**src/rtl/adder_csa_pkg.sv**
```systemverilog
// Shared configuration for the pipelined carry-select adder.
//
// Contents:
//   WIDTH_DEF / BLOCK_DEF : default operand width and slice width
//   nstg()                : number of pipeline stages (one per slice)
//   cfg_ok()              : legality check used at elaboration by adder_csa_pipe
//                           (WIDTH must be a non-zero multiple of BLOCK)
package adder_csa_pkg;

    localparam int WIDTH_DEF = 32;
    localparam int BLOCK_DEF = 8;

    function automatic int nstg(input int width, input int block);
        return width / block;
    endfunction

    function automatic bit cfg_ok(input int width, input int block);
        return (block > 0) && (width >= block) && ((width % block) == 0);
    endfunction

endpackage

```
**src/rtl/adder_csa_pipe_csa_block.sv**
```systemverilog
// csa_block: one BLOCK-bit carry-select slice, purely combinational.
//
// Two sums of the slice operands are formed, one assuming carry-in 0 and one
// assuming carry-in 1; the real carry-in only drives the final mux, so it
// never sits on the adder's critical path.
//
// Ports:
//   a, b     in  BLOCK  slice operands
//   sel_cin  in  1      carry into the slice (selects between the two sums)
//   sum      out BLOCK  selected slice sum
//   cout     out 1      selected slice carry-out
module csa_block
    import adder_csa_pkg::*;
#(
    parameter int BLOCK = BLOCK_DEF
) (
    input  logic [BLOCK-1:0] a,
    input  logic [BLOCK-1:0] b,
    input  logic             sel_cin,
    output logic [BLOCK-1:0] sum,
    output logic             cout
);

    logic [BLOCK:0] sum_c0;
    logic [BLOCK:0] sum_c1;

    always_comb begin
        sum_c0 = {1'b0, a} + {1'b0, b};
        sum_c1 = {1'b0, a} + {1'b0, b} + {{BLOCK{1'b0}}, 1'b1};
        {cout, sum} = sel_cin ? sum_c1 : sum_c0;
    end

endmodule

```
**src/rtl/adder_csa_pipe.sv**
```systemverilog
// adder_csa_pipe: pipelined carry-select adder, one BLOCK-bit slice per stage.
//
// Stage k adds slice bits [k*BLOCK +: BLOCK] using the carry registered by
// stage k-1 (stage 0 uses cin). Unconsumed operand bits travel with the beat,
// finished sum bits accumulate in the beat's sum register. The whole pipeline
// advances together (global stall) whenever the output is empty or accepted.
// Latency: NSTG-1 cycles after the accepting edge; one beat per cycle.
//
// Ports:
//   clk, rst   clock, asynchronous active-high reset
//   in_valid   operand beat present       in_ready  beat accepted this cycle
//   a, b, cin  operands and carry-in
//   out_valid  result present             out_ready consumer takes the result
//   sum, cout  (a + b + cin) mod 2^WIDTH and its carry-out
//   ovf        signed overflow, only when ADDER_CSA_PIPE_OVF_EN is defined
module adder_csa_pipe
    import adder_csa_pkg::*;
#(
    parameter int WIDTH = WIDTH_DEF,
    parameter int BLOCK = BLOCK_DEF
) (
    input  logic             clk,
    input  logic             rst,
    input  logic             in_valid,
    output logic             in_ready,
    input  logic [WIDTH-1:0] a,
    input  logic [WIDTH-1:0] b,
    input  logic             cin,
    output logic             out_valid,
    input  logic             out_ready,
    output logic [WIDTH-1:0] sum,
`ifdef ADDER_CSA_PIPE_OVF_EN
    output logic             ovf,
`endif
    output logic             cout
);

    localparam int NSTG = nstg(WIDTH, BLOCK);

    if (!cfg_ok(WIDTH, BLOCK)) begin : g_cfg_err
        $error("adder_csa_pipe: WIDTH must be a non-zero multiple of BLOCK");
    end

    // stg_*[k] is what enters stage k; index NSTG is the last stage's output.
    logic             stg_valid [0:NSTG];
    logic [WIDTH-1:0] stg_sum   [0:NSTG];
    logic             stg_carry [0:NSTG];
    logic [WIDTH-1:0] stg_a     [0:NSTG-1];
    logic [WIDTH-1:0] stg_b     [0:NSTG-1];

    logic adv;

    assign adv       = out_ready | ~out_valid;
    assign in_ready  = adv;

    assign stg_valid[0] = in_valid;
    assign stg_sum[0]   = '0;
    assign stg_carry[0] = cin;
    assign stg_a[0]     = a;
    assign stg_b[0]     = b;

    assign out_valid = stg_valid[NSTG];
    assign sum       = stg_sum[NSTG];
    assign cout      = stg_carry[NSTG];

    for (genvar gi = 0; gi < NSTG; gi++) begin : g_stg
        logic [BLOCK-1:0] slice_a;
        logic [BLOCK-1:0] slice_b;
        logic [BLOCK-1:0] slice_sum;
        logic             slice_cout;
        logic             valid_d, valid_q;
        logic [WIDTH-1:0] sum_d, sum_q;
        logic             carry_d, carry_q;

        assign slice_a = BLOCK'(stg_a[gi] >> (gi * BLOCK));
        assign slice_b = BLOCK'(stg_b[gi] >> (gi * BLOCK));

        csa_block #(.BLOCK(BLOCK)) u_slice (
            .a       (slice_a),
            .b       (slice_b),
            .sel_cin (stg_carry[gi]),
            .sum     (slice_sum),
            .cout    (slice_cout)
        );

        always_comb begin
            valid_d = stg_valid[gi];
            // Lower slices are already final; OR this slice into its position.
            sum_d   = stg_sum[gi] | (WIDTH'(slice_sum) << (gi * BLOCK));
            carry_d = slice_cout;
        end

        always_ff @(posedge clk or posedge rst) begin
            if (rst) begin
                valid_q <= 1'b0;
                sum_q   <= '0;
                carry_q <= 1'b0;
            end else if (adv) begin
                valid_q <= valid_d;
                sum_q   <= sum_d;
                carry_q <= carry_d;
            end
        end

        assign stg_valid[gi+1] = valid_q;
        assign stg_sum[gi+1]   = sum_q;
        assign stg_carry[gi+1] = carry_q;

        // Operand bits still to be added move on; consumed bits are zeroed so
        // their flops reduce to constants.
        if (gi < NSTG - 1) begin : g_ops
            localparam logic [WIDTH-1:0] KEEP = {WIDTH{1'b1}} << ((gi + 1) * BLOCK);
            logic [WIDTH-1:0] a_d, a_q;
            logic [WIDTH-1:0] b_d, b_q;

            always_comb begin
                a_d = stg_a[gi] & KEEP;
                b_d = stg_b[gi] & KEEP;
            end

            always_ff @(posedge clk or posedge rst) begin
                if (rst) begin
                    a_q <= '0;
                    b_q <= '0;
                end else if (adv) begin
                    a_q <= a_d;
                    b_q <= b_d;
                end
            end

            assign stg_a[gi+1] = a_q;
            assign stg_b[gi+1] = b_q;
        end

`ifdef ADDER_CSA_PIPE_OVF_EN
        // Carry into the MSB is recovered as a ^ b ^ sum at that bit.
        if (gi == NSTG - 1) begin : g_ovf
            logic ovf_d, ovf_q;

            always_comb begin
                ovf_d = slice_cout ^ (slice_a[BLOCK-1] ^ slice_b[BLOCK-1] ^ slice_sum[BLOCK-1]);
            end

            always_ff @(posedge clk or posedge rst) begin
                if (rst) begin
                    ovf_q <= 1'b0;
                end else if (adv) begin
                    ovf_q <= ovf_d;
                end
            end

            assign ovf = ovf_q;
        end
`endif
    end

endmodule

```
**config.mk**
```make
export PLATFORM = sky130hd
export DESIGN_NAME = adder_csa_pipe
export DESIGN_NICKNAME = d
export VERILOG_FILES = /design/src/rtl/adder_csa_pkg.sv /design/src/rtl/adder_csa_pipe_csa_block.sv /design/src/rtl/adder_csa_pipe.sv
export SDC_FILE = /design/constraint.sdc
export NUM_CORES = 1
export LEC_CHECK = 0
export ABC_AREA = 1
export CAP_MARGIN = 20
export CORE_ASPECT_RATIO = 1.2
export CORE_MARGIN = 4
export CORE_UTILIZATION = 57
export DETAILED_ROUTE_END_ITERATION = 12
export PLACE_DENSITY = 0.76
export SKIP_CTS_REPAIR_TIMING = 1
export SYNTH_ARGS = -nofsm -noshare
export SYNTH_HDL_FRONTEND = slang
export SYNTH_HIERARCHICAL = 1
export SYNTH_SLANG_ARGS = --single-unit
```
**constraint.sdc**
```tcl
create_clock -name clk -period 6.1 [get_ports clk]
set_input_delay 0.61 -clock clk [delete_from_list [all_inputs] [get_ports clk]]
set_output_delay 0.61 -clock clk [all_outputs]
set_load 0.01 [all_outputs]
```
=== Word-level counts from Yosys, hierarchy flattened ===
Cells that the tools add are included.

* Output and inout bits: 35
* Input bits: 69
* Logic and storage cells: 35
* Flip-flop bits (word level): 208

* Bitwise gates (word level): 5
* Mux-type cells: 4
* Add/subtract/negate cells: 8

{| class="wikitable"
|+ Operators with widths
! kind !! count
|-
| 8-bit by 8-bit adder with 9-bit output || 4
|-
| 9-bit by 1-bit adder with 9-bit output, second input constant || 4
|-
| 9-bit 2-to-1 mux || 4
|-
| 32-bit by 24-bit OR with 32-bit output || 1
|-
| 32-bit OR || 1
|-
| 8-bit by 16-bit OR with 16-bit output || 1
|-
| 1-bit inverter || 1
|-
| 1-bit OR || 1
|}

=== Longest topological paths before layout ===
* Depth after elaboration: 4
* Depth in mapped cells: 14
* Gate-level depth less buffers: 14

=== Cells and area by module ===
Netlist, hierarchy kept.

{| class="wikitable"
|+ Modules (own cells, without submodules)
! module !! cells each !! times used !! area each (µm²)
|-
| adder_csa_pipe || 798 || 1 || 7206.9
|-
| csa_block || 100 || 4 || 621.8
|}

=== Worst setup path after synthesis ===
No wires, ideal clock.

* Path kind: in2reg
* From: input a[0]
* To: register g_stg[0].carry_q
* Arrival: 2128 ps
* Stages: 12
* Setup time: 117 ps
* Path slack: 3855 ps
* Data required time: 5983 ps
* Cell sequence: ha_1 fa_1 ha_1 nand2_1 nor2_4 nand3_4 nor2_4 nand2_1 nand2_1 nand2_1 nand2_1 nand2_1

* Longest elaborated chain between the ends: 3

{| class="wikitable"
|+ RTL lines
! item !! RTL line !! source
|-
| start: declaration || adder_csa_pipe.sv:26 || <nowiki>input logic [WIDTH-1:0] a,</nowiki>
|-
| 8-bit by 8-bit adder with 9-bit output (*) || adder_csa_pipe_csa_block.sv:28, adder_csa_pipe_csa_block.sv:29 ||
|-
| 9-bit by 1-bit adder with 9-bit output || adder_csa_pipe_csa_block.sv:29 || <nowiki>sum_c1 = {1'b0, a} + {1'b0, b} + {{BLOCK{1'b0}}, 1'b1};</nowiki>
|-
| 9-bit 2-to-1 mux (*) || adder_csa_pipe_csa_block.sv:30 || <nowiki>{cout, sum} = sel_cin ? sum_c1 : sum_c0;</nowiki>
|-
| via g_stg[0].carry_d || adder_csa_pipe.sv:73 || <nowiki>logic carry_d, carry_q;</nowiki>
|-
| end signal: assignment || adder_csa_pipe.sv:101 || <nowiki>carry_q <= carry_d;</nowiki>
|-
| end: declaration || adder_csa_pipe.sv:73 ||
|}

The timed path passes the listed nets; every way through them passes the cells marked *.
A chain may end at the register's enable or synchronous reset.

=== Final worst setup path ===
* From: input out_ready
* To: output in_ready

* Longest elaborated chain between the ends: 1

{| class="wikitable"
|+ RTL lines
! item !! RTL line !! source
|-
| start: declaration || adder_csa_pipe.sv:30 || <nowiki>input logic out_ready,</nowiki>
|-
| 1-bit OR || adder_csa_pipe.sv:53 || <nowiki>assign adv = out_ready | ~out_valid;</nowiki>
|-
| end: declaration || adder_csa_pipe.sv:25 || <nowiki>output logic in_ready,</nowiki>
|}

Every way passes these cells.

==> flow_metrics.tcl <==
set metrics [dict create \
    yosys_warnings 6 \
    gr-usage-met3 0.03951 \
    yosys.area_share.simple 0.3779 \
    antenna_left 0 \
    cts_max_level 4 \
    seqPwrFrac 0.362 \
    p_clk_frac 0.172 \
    layout.cells.most_common "nand2_1" \
    final-setup-viol-count 0 \
    start_util 0.5888 \
    drc 0 \
    endpoint_kind "output pin" \
    clk-insertion-delay-late_ns 0.43 \
    path_buf_inv 3 \
    synthAdderAreaFrac 0.05472 \
    vias 7764 \
    die_h_um 150.9 \
    globalRouteMet1Util 0.2975 \
    finalCritPeriodShare 0.5449 \
    r2r_end "g_stg[2].g_ops.a_q[30]" \
    area_growth_pct 16.88 \
    synthMuxAreaShare 0.004646 \
    min_path_cells 2 \
    ys_types 25 \
    clkSlewWorstSetupHoldPaths_ns 0.07 \
    netlist_area_um2 9694 \
    worstPathRequired_ns 5.49 \
    drt_iter0_markers 505 \
    grt_setup_unrepaired "false" \
    worst_slew_pin_slew_ns 1.019 \
    fin_setup_tns_ns 0 \
    layout_min_cycle_time_ns 3.324 \
    path_class "input port to output pin" \
    antenna_cells 0 \
    cts_root_buffer "clkbuf_16" \
    cts_tree "done" \
    r2r_setup_slack_ns 3.69 \
    clock-sinks 184 \
    syn_nets 1307 \
    switching_share 0.4252 \
    via_per_inst 5.204 \
    die_x_um 127.1 \
    critPathSlowestCell "inv_4" \
    p_int_uw 3417 \
    synth_top_family_by_area "simple AND/OR/NAND/NOR gates" \
    grt_pass1_vias 7167 \
    place.gp.congestion 0.8023 \
    p_sw_uw 2528 \
    status "finished clean" \
    ctsLongestPathBuffers 2 \
    drt-total-wl_mm 18.90 \
    syn_inst 1198 \
    pin_count 104 \
    cp.arrival_ns 2.71 \
    cts-buffers-inserted 17 \
    ir_drop_uv 389.2 \
    grt_overflow 0 \
    cp-start-kind "input port" \
    leakage_uw 0.005917 \
    r2r_cells 4 \
    finClkSkew_ns 0.008616 \
    grtUsageTotal 0.2078 \
    finalHoldViolCount 0 \
    max_cap_viol_count 0 \
    cpLargestDelayFamily "buffers and inverters" \
    path_common_cell "clkdlybuf4s50_1" \
    synth_xor_area_frac 0.02168 \
    drive_gt1_frac 0.08906 \
    ys_seq_area_frac 0.4750 \
    whs_ns 0.4621 \
    min_from "g_stg[1].sum_q[15]" \
    crit_chain "clkdlybuf4s50_1 > inv_4 > nand2_4 > clkdlybuf4s50_1" \
    r2r-start "out_valid" \
    io_buffers 103 \
    syn_avg_cell_area_um2 8.092 \
    nets 1376 \
    slew_headroom 0.3209 \
    dieArea_um2 19170 \
    synth_compound_gate_area_share 0.008260 \
    rows 51 \
    gr-usage-met2 0.3281 \
    pwr-share-comb 0.466 \
    grt_pass1_wl_mm 32.97 \
    critPathMaxStageDelay_ns 0.60 \
    dp_hpwl_mm 12.56 \
    min_path_type "flip-flop to flip-flop" \
    synth-seq-cells 184 \
    hold_path_end "g_stg[2].sum_q[15]" \
    power.density_nw_per_um2 524.7 \
    core_area_um2 16460 \
    mostFrequentLayoutCells "483 x nand2_1, 215 x nand3_1, 183 x dfrtp_1, 103 x clkdlybuf4s50_1, 65 x inv_1" \
    grt_antenna_before_repair 0 \
    fmax_ghz 0.3009 \
    grt_max_degree 117 \
    grt_most_used_layer "met2" \
    drt_first_pass_iters 5 \
    avgRoutedWirePerCell_um 12.67 \
    path_max_fanout 81 \
    maxSlewViolCount 0 \
]
==> worst min-delay path, delay by kind of cell (launching register included) <==
family	cells	cell delay, ns
and+or+nand+nor	2	0.09
DFF	1	0.34
==> sequential cells by signal (all words and copies together) (netlist names) <==
signal / cells
cout: 1
g_stg.carry_q: 3
g_stg.g_ops.a_q: 48
g_stg.g_ops.b_q: 48
g_stg.sum_q: 48
g_stg.valid_q: 3
out_valid: 1
sum: 32
==> per-stage QoR <==
stage	power, uW	cell area, um2	std cells	utilization	setup slack [ns]
after floorplan	4233	9694	1198	-	0.4896
after global placement	4868	10760	1459	0.6536	2.776
after detailed placement	4961	10760	1459	0.6536	2.766
after CTS	6005	11300	1491	0.6866	2.757
after global routing	6503	11330	1492	0.6883	2.595
final	5945	11330	1492	0.6883	2.776
==> synthesized netlist by cell type <==
cell type  instances  area share
a21oi_1           12      0.0062
buf_1              1     0.00039
buf_2             55       0.028
clkbuf_1           4      0.0015
dfrtp_1          184        0.47
fa_1               4      0.0083
ha_1              36       0.046
inv_1             67       0.026
inv_2              4      0.0015
mux2_2             4      0.0046
nand2_1          484        0.19
nand2_2           20       0.013
nand2_4           12       0.014
nand3_1          215        0.11
nand3_2            8      0.0083
nand3_4            4      0.0072
nand3b_1          12      0.0093
nor2_1            20      0.0077
nor2_2             8      0.0052
nor2_4             8      0.0093
nor3_1             4      0.0021
o21ai_0            4      0.0021
or2_4              4      0.0036
xnor2_1           16       0.014
xor2_1             8      0.0072
==> logic make-up after synthesis <==
logic type | after synthesis
fa+ha+maj | 40
flops | 184
simple gates | 799
xor+xnor | 24
buf+inv | 131
compound gates | 16
mux | 4
==> power by group through the flow <==
| stage | registers [uW] | clock network [uW] | logic [uW] |
|---|---|---|---|
| 6_report | 2150 | 1020 | 2770 |
| 5_1_grt | 2230 | 1100 | 3170 |
| 4_1_cts | 2160 | 1040 | 2810 |
| 3_5_place_dp | 2180 | 0 | 2780 |
| 3_3_place_gp | 2160 | 0 | 2710 |
| 2_1_floorplan | 2050 | 0 | 2180 |
==> worst max path at each step <==
stage	from	end	slack, ns	cells past startpoint
after floorplan	rst	cout	0.49	1
after CTS	out_ready	in_ready	2.76	4
after global routing	out_ready	in_ready	2.59	4
after global placement	out_ready	in_ready	2.78	4
final	out_ready	in_ready	2.78	4
after detailed placement	out_ready	in_ready	2.77	4
==> final cells by class <==
| cell class | instances | area [um2] |
|---|---|---|
| Tap cell | 212 | 265.3 |
| Inverter | 71 | 274.0 |
| Timing Repair Buffer | 110 | 1104 |
| Sequential cell | 184 | 4608 |
| Clock inverter | 14 | 113.9 |
| Fill cell | 1392 | 5132 |
| Clock buffer | 18 | 429.2 |
| Multi-Input combinational cell | 883 | 4537 |
==> metal layers <==
layer / up-vias / part of all wire
met1: 3629 / 0.47
met5: - / 0
li1: 3958 / -
met3: 16 / 0.042
met2: 161 / 0.48
met4: 0 / 0.011
(Power assumes the default switching activity.)
